## config.mk

```make
export PLATFORM = sky130hd
export DESIGN_NAME = video_timing_gen
export DESIGN_NICKNAME = d
export VERILOG_FILES = /design/src/rtl/vtg_pkg.sv /design/src/rtl/vtg_axis_counter.sv /design/src/rtl/video_timing_gen.sv
export SDC_FILE = /design/constraint.sdc
export NUM_CORES = 1
export LEC_CHECK = 0
export ABC_CLOCK_PERIOD_IN_PS = 5200
export BUFFER_PORTS_ARGS = -buffer_cell sky130_fd_sc_hd__buf_2
export CORE_MARGIN = 2
export CORE_UTILIZATION = 55
export DETAILED_ROUTE_END_ITERATION = 7
export GPL_TIMING_DRIVEN = 0
export PLACE_DENSITY_LB_ADDON = 0.3
export SYNTH_ARGS = -nofsm -noshare
export SYNTH_HDL_FRONTEND = slang
export SYNTH_SLANG_ARGS = --single-unit
export TNS_END_PERCENT = 30
```

## constraint.sdc

```tcl
create_clock -name clk_in -period 5.2 [get_ports clk_in]
set_input_delay 1.04 -clock clk_in [delete_from_list [all_inputs] [get_ports clk_in]]
set_output_delay 1.04 -clock clk_in [all_outputs]
set_load 0.05 [all_outputs]
```

## src/rtl/vtg_pkg.sv

```systemverilog
// vtg_pkg: shared 640x480@60 raster constants, colour-bar table
// and the region-total helper used by the video timing generator.
package vtg_pkg;

  localparam int VTG_H_ACTIVE = 640;
  localparam int VTG_H_FP     = 16;
  localparam int VTG_H_SYNC   = 96;
  localparam int VTG_H_BP     = 48;
  localparam int VTG_V_ACTIVE = 480;
  localparam int VTG_V_FP     = 10;
  localparam int VTG_V_SYNC   = 2;
  localparam int VTG_V_BP     = 33;
  localparam int VTG_CW       = 12;

  function automatic int vtg_total(
    input int act,
    input int fp,
    input int sync,
    input int bp
  );
    return act + fp + sync + bp;
  endfunction

  // bars left to right: white yellow cyan green magenta red blue black
  function automatic logic [23:0] vtg_bar_rgb(
    input logic [2:0] idx
  );
    logic [23:0] c;
    unique case (idx)
      3'd0: c = 24'hffffff;
      3'd1: c = 24'hffff00;
      3'd2: c = 24'h00ffff;
      3'd3: c = 24'h00ff00;
      3'd4: c = 24'hff00ff;
      3'd5: c = 24'hff0000;
      3'd6: c = 24'h0000ff;
      3'd7: c = 24'h000000;
    endcase
    return c;
  endfunction

endpackage

```

## src/rtl/vtg_axis_counter.sv

```systemverilog
// vtg_axis_counter: one raster axis (active, FP, sync, BP).
// Ports: clk_in, reset (async high), step -> count, wrap, active, sync.
module vtg_axis_counter
  import vtg_pkg::*;
#(
  parameter int ACTIVE = 640,
  parameter int FP     = 16,
  parameter int SYNC   = 96,
  parameter int BP     = 48,
  parameter int CW     = 12
) (
  input  logic          clk_in,
  input  logic          reset,
  input  logic          step,
  output logic [CW-1:0] count,
  output logic          wrap,
  output logic          active,
  output logic          sync
);

  localparam int TOTAL   = vtg_total(ACTIVE, FP, SYNC, BP);
  localparam int SYNC_LO = ACTIVE + FP;
  localparam int SYNC_HI = ACTIVE + FP + SYNC;
  localparam logic [CW-1:0] LAST = CW'(TOTAL - 1);

  always_ff @(posedge clk_in or posedge reset) begin
    if (reset) begin
      count <= '0;
    end else if (step) begin
      count <= wrap ? '0 : count + 1'b1;
    end
  end

  // compare in 32 bits: region edges may equal 2**CW
  assign wrap   = (count == LAST);
  assign active = (int'(count) < ACTIVE);
  assign sync   = (int'(count) >= SYNC_LO)
               && (int'(count) < SYNC_HI);

endmodule

```

## src/rtl/video_timing_gen.sv

```systemverilog
// video_timing_gen: parametrised raster timing for the ADV7513 path.
// Ports: clk_in, reset, enable -> pix_x/pix_y, de, hsync, vsync,
//   line_start, frame_start, frame_count, rgb (VTG_PATTERN_EN only).
module video_timing_gen
  import vtg_pkg::*;
#(
  parameter int H_ACTIVE = VTG_H_ACTIVE,
  parameter int H_FP     = VTG_H_FP,
  parameter int H_SYNC   = VTG_H_SYNC,
  parameter int H_BP     = VTG_H_BP,
  parameter int V_ACTIVE = VTG_V_ACTIVE,
  parameter int V_FP     = VTG_V_FP,
  parameter int V_SYNC   = VTG_V_SYNC,
  parameter int V_BP     = VTG_V_BP,
  parameter bit HS_POL   = 1'b0,
  parameter bit VS_POL   = 1'b0,
  parameter int CW       = VTG_CW
) (
  input  logic          clk_in,
  input  logic          reset,
  input  logic          enable,
  output logic [CW-1:0] pix_x,
  output logic [CW-1:0] pix_y,
  output logic          de,
  output logic          hsync,
  output logic          vsync,
  output logic          line_start,
  output logic          frame_start,
  output logic [15:0]   frame_count
`ifdef VTG_PATTERN_EN
  ,
  output logic [23:0]   rgb
`endif
);

  localparam int H_TOTAL =
    vtg_total(H_ACTIVE, H_FP, H_SYNC, H_BP);
  localparam int V_TOTAL =
    vtg_total(V_ACTIVE, V_FP, V_SYNC, V_BP);

  if (H_TOTAL > (1 << CW)) begin : g_h_chk
    $error("H_TOTAL does not fit in CW");
  end
  if (V_TOTAL > (1 << CW)) begin : g_v_chk
    $error("V_TOTAL does not fit in CW");
  end

  logic [CW-1:0] h;
  logic [CW-1:0] v;
  logic          h_wrap;
  logic          v_wrap;
  logic          h_act;
  logic          v_act;
  logic          h_sync;
  logic          v_sync;
  logic          v_step;

  assign v_step = enable & h_wrap;

  vtg_axis_counter #(
    .ACTIVE (H_ACTIVE),
    .FP     (H_FP),
    .SYNC   (H_SYNC),
    .BP     (H_BP),
    .CW     (CW)
  ) u_h (
    .clk_in (clk_in),
    .reset  (reset),
    .step   (enable),
    .count  (h),
    .wrap   (h_wrap),
    .active (h_act),
    .sync   (h_sync)
  );

  vtg_axis_counter #(
    .ACTIVE (V_ACTIVE),
    .FP     (V_FP),
    .SYNC   (V_SYNC),
    .BP     (V_BP),
    .CW     (CW)
  ) u_v (
    .clk_in (clk_in),
    .reset  (reset),
    .step   (v_step),
    .count  (v),
    .wrap   (v_wrap),
    .active (v_act),
    .sync   (v_sync)
  );

  // outputs mirror the counter state seen at this edge
  always_ff @(posedge clk_in or posedge reset) begin
    if (reset) begin
      pix_x       <= '0;
      pix_y       <= '0;
      de          <= 1'b0;
      hsync       <= ~HS_POL;
      vsync       <= ~VS_POL;
      line_start  <= 1'b0;
      frame_start <= 1'b0;
      frame_count <= '0;
    end else begin
      line_start  <= 1'b0;
      frame_start <= 1'b0;
      if (enable) begin
        pix_x       <= h;
        pix_y       <= v;
        de          <= h_act & v_act;
        hsync       <= h_sync ? HS_POL : ~HS_POL;
        vsync       <= v_sync ? VS_POL : ~VS_POL;
        line_start  <= (h == '0);
        frame_start <= (h == '0) && (v == '0);
        if (h_wrap && v_wrap) begin
          frame_count <= frame_count + 16'd1;
        end
      end
    end
  end

`ifdef VTG_PATTERN_EN
  // narrow rasters get 1-pixel bars; the last bar soaks up the rest
  localparam int BAR_W =
    (H_ACTIVE / 8 < 1) ? 1 : H_ACTIVE / 8;

  logic [2:0] bar_idx;

  always_comb begin
    bar_idx = 3'd7;
    if (int'(h) / BAR_W < 7) begin
      bar_idx = 3'(int'(h) / BAR_W);
    end
  end

  always_ff @(posedge clk_in or posedge reset) begin
    if (reset) begin
      rgb <= '0;
    end else if (enable) begin
      rgb <= (h_act & v_act) ? vtg_bar_rgb(bar_idx) : '0;
    end
  end
`endif

endmodule

```

==> summary.txt <==
Peak supply drop: 305 uV
Max-Cap Viols: 0
# resized after CTS: 0
DRC viols: 0
Crit-path cells: buf_2, buf_1, clkbuf_1, mux2_2
Worst reg2reg setup slack: 3120 ps
Final GP Congestion: 0.887
Row count: 27
CP Capture Type: register
Minimum clock period: 2280 ps
Layout cells sized above 1: 33.0%
WL/cell: 14.5 microns
First-pass GRT wire length: 9880 microns
Max incr delay on CP: 520 ps
R2r startpoint: u_h.count[0]
Vias: 2,212
PortBufs: 47
Synthesized Nets: 274
Vias in the first global route: 2,164
Initial antenna violation count: 0
Nets@finish: 332
Unrepaired setup endpoints after global routing: no
Clk root buf: clkbuf_8
N_diodes: 0
Max Clk Rate: 0.438 GHz
Vias/cell: 5.54
P_leak: 1.85 nW
Critical path's top delay family: buffers and inverters
Layout overhead on the synthesized area: 16.1%
WL final: 5770 microns
Status: completed
Setup CP Type: primary input to register
Top_reg_cell synth: dfrtp_1
Clock Tree Buf Depth: 2
Buf/Inv on CP: 3
CTS clk-pin slew, worst paths: 70 ps
CTS tree: built
Overall Global Routing Usage: 20.3%
Syn Area/Cell: 11.9 sq um
Slew Limit Fails: 0
Pwr/cell area: 327 mW/mm^2
Total global routing overflow: 0
HP Start: frame_count[12]
FF-to-FF path depth: 6
RR Endpoint: frame_count[1]
Tightest Pin Transition: 823 ps
Final Skew: 10.1 ps
Yosys warning count: 0
Clock sink count: 69
IO Count: 48
HP Class: register to register
H-tree depth: 3
Die Ht: 79.7 microns
Postcts setup bufs: 0
Worst Path Required: 5410 ps
Hold Path End: frame_count[12]
Synthesized flop and latch total: 69
Total CTS buffers: 9
Setup TNS: 0 ps
Synthesized area: 0.00315 sq mm
Crit path depth: 4
Hold depth: 1
Critical path's slowest cell: clkbuf_1
Inst Count DP: 385
Crit share post-route: 43.9%
Starting Density: 57.3%
CP arrival: 2490 ps
DIE WIDTH: 79.7 microns
Cell Count, Final, Fillers Out: 399
Synth cell types: 43
Post-synthesis async set-or-reset flop share: 100%
Die ar.: 0.00635 sq mm
Core area: 0.00551 sq mm
Starting DRT DRC Count: 105
Worst Setup Start Kind: primary input
DR pass1 iterations: 4
Hold Buf Count CTS: 0
Crit path max fanout: 10
Post-DP HPWL: 4060 microns
Fin. Hold Viols: 0
Largest net degree at the start of global routing: 70
Relative slew margins: 45.1%
Number of synthesized flops with an enable pin: 0
# setup viols final: 0
Skew-Pair Late Insertion Delay: 330 ps
Sequential fraction of the synthesis area: 54.8%
Synth Instances: 266
Antenna viol nets, final: 0
[registers in the layout, summed over array words and instances, names as in the netlist]
signal and count:
pix_y 12, frame_start 1, hsync 1, frame_count 16, pix_x 12, line_start 1
de 1, u_h.count 12, vsync 1, u_v.count 12
[how the worst max path moves through the flow]
stage,start,end,slack (ps)
2_1_floorplan,reset,de,2420
3_3_place_gp,reset,pix_y[6],1660
3_5_place_dp,enable,pix_y[8],2520
4_1_cts,enable,pix_y[8],2890
5_1_grt,enable,u_h.count[4],2770
6_report,enable,pix_y[8],2920
[cells in the mapped netlist, types with 3 or more instances]
master / count / area [sq um]
nor3_1: 3 / 15.0
nand4_1: 10 / 62.6
dfrtp_1: 67 / 1680
nand2_1: 24 / 90.1
mux2_2: 24 / 270
and3_1: 7 / 43.8
nor4_1: 3 / 18.8
nor2_1: 14 / 52.6
nor3_2: 3 / 30.0
xor2_1: 9 / 78.8
o21ai_0: 8 / 40.0
and4_1: 3 / 26.3
clkbuf_1: 4 / 15.0
xnor2_1: 21 / 184
nor4_4: 3 / 63.8
buf_2: 4 / 20.0
inv_1: 9 / 33.8
a21oi_1: 3 / 15.0
nand3_1: 13 / 65.1
ha_1: 5 / 62.6
[through the flow]
stage / power, mW / hold slack, ps / util, % / area (sq um) / setup slack, ps
after detailed placement: 0.799 / 478 / 63.2 / 3480 / 2520
after global routing: 1.25 / 497 / 66.5 / 3660 / 2770
after global placement: 0.793 / 456 / 63.2 / 3480 / 1660
after floorplan: 0.753 / 462 / - / 3150 / 2420
after CTS: 1.21 / 487 / 66.5 / 3660 / 2890
final: 1.20 / 482 / 66.5 / 3660 / 2920
[layout by cell type, fill, tap and decap left out, drive strengths merged]
cell type   n
a21oi       3
nor4b       1
o31ai       1
nand4      11
nand2      25
xor2        9
ha          5
a21o        1
nor2       15
and2        2
o22ai       2
clkinv      1
xnor2      21
nor3        6
o21ai       9
and4        3
clkbuf     16
nor2b       1
or4         1
mux2i       1
o41ai       1
and4bb      2
a2111oi     1
buf        53
bufinv      1
dfstp       2
dfrtp      67
nand3      14
or2         2
inv         9
nor4        8
mux2       25
and3        7
or3         1
[worst register-to-register path, cell delays in order (launching register included)]
cell and delay [ps]:
dfrtp_1 430, ha_1 250, nand4_1 140, or2_4 300
nor2_2 360, nand2_1 160, mux2_1 330
[cells by family after synthesis]
group	share of synthesized area (%)
AOI/OAI and AO/OA	3.33
xor gates and xnor gates	8.33
adders and majority gates	1.98
buffers and inverters	2.66
DFF	54.8
muxes	9.25
and+or+nand+nor	19.6
[cell type report]
| cell class | count | area, sq um |
|---|---|---|
| clock inverters | 2 | 35.0 |
| clock buffers | 12 | 145 |
| multi-input cells | 178 | 1340 |
| repair buffers | 47 | 235 |
| well taps | 72 | 90.1 |
| plain buffers | 10 | 50.0 |
| inverters | 9 | 36.3 |
| flip-flops and latches | 69 | 1730 |
| fillers | 436 | 1850 |
[power by group]
part	switching (mW)	internal [mW]	leakage, nW
combinational	0.127	0.0556	0.845
sequential	0.0317	0.573	0.913
clock	0.182	0.229	0.0923
total	0.341	0.857	1.85
[layer usage]
layer	part of all wire [%]	global-route usage (%)	vias to the layer above
met4	1.7	8.28	0
met5	0	0	-
met2	47	31.4	47
met1	46	27.4	1102
met3	4.9	5.32	10
li1	-	-	1053
No activity file was read; power rests on OpenSTA's default activity.
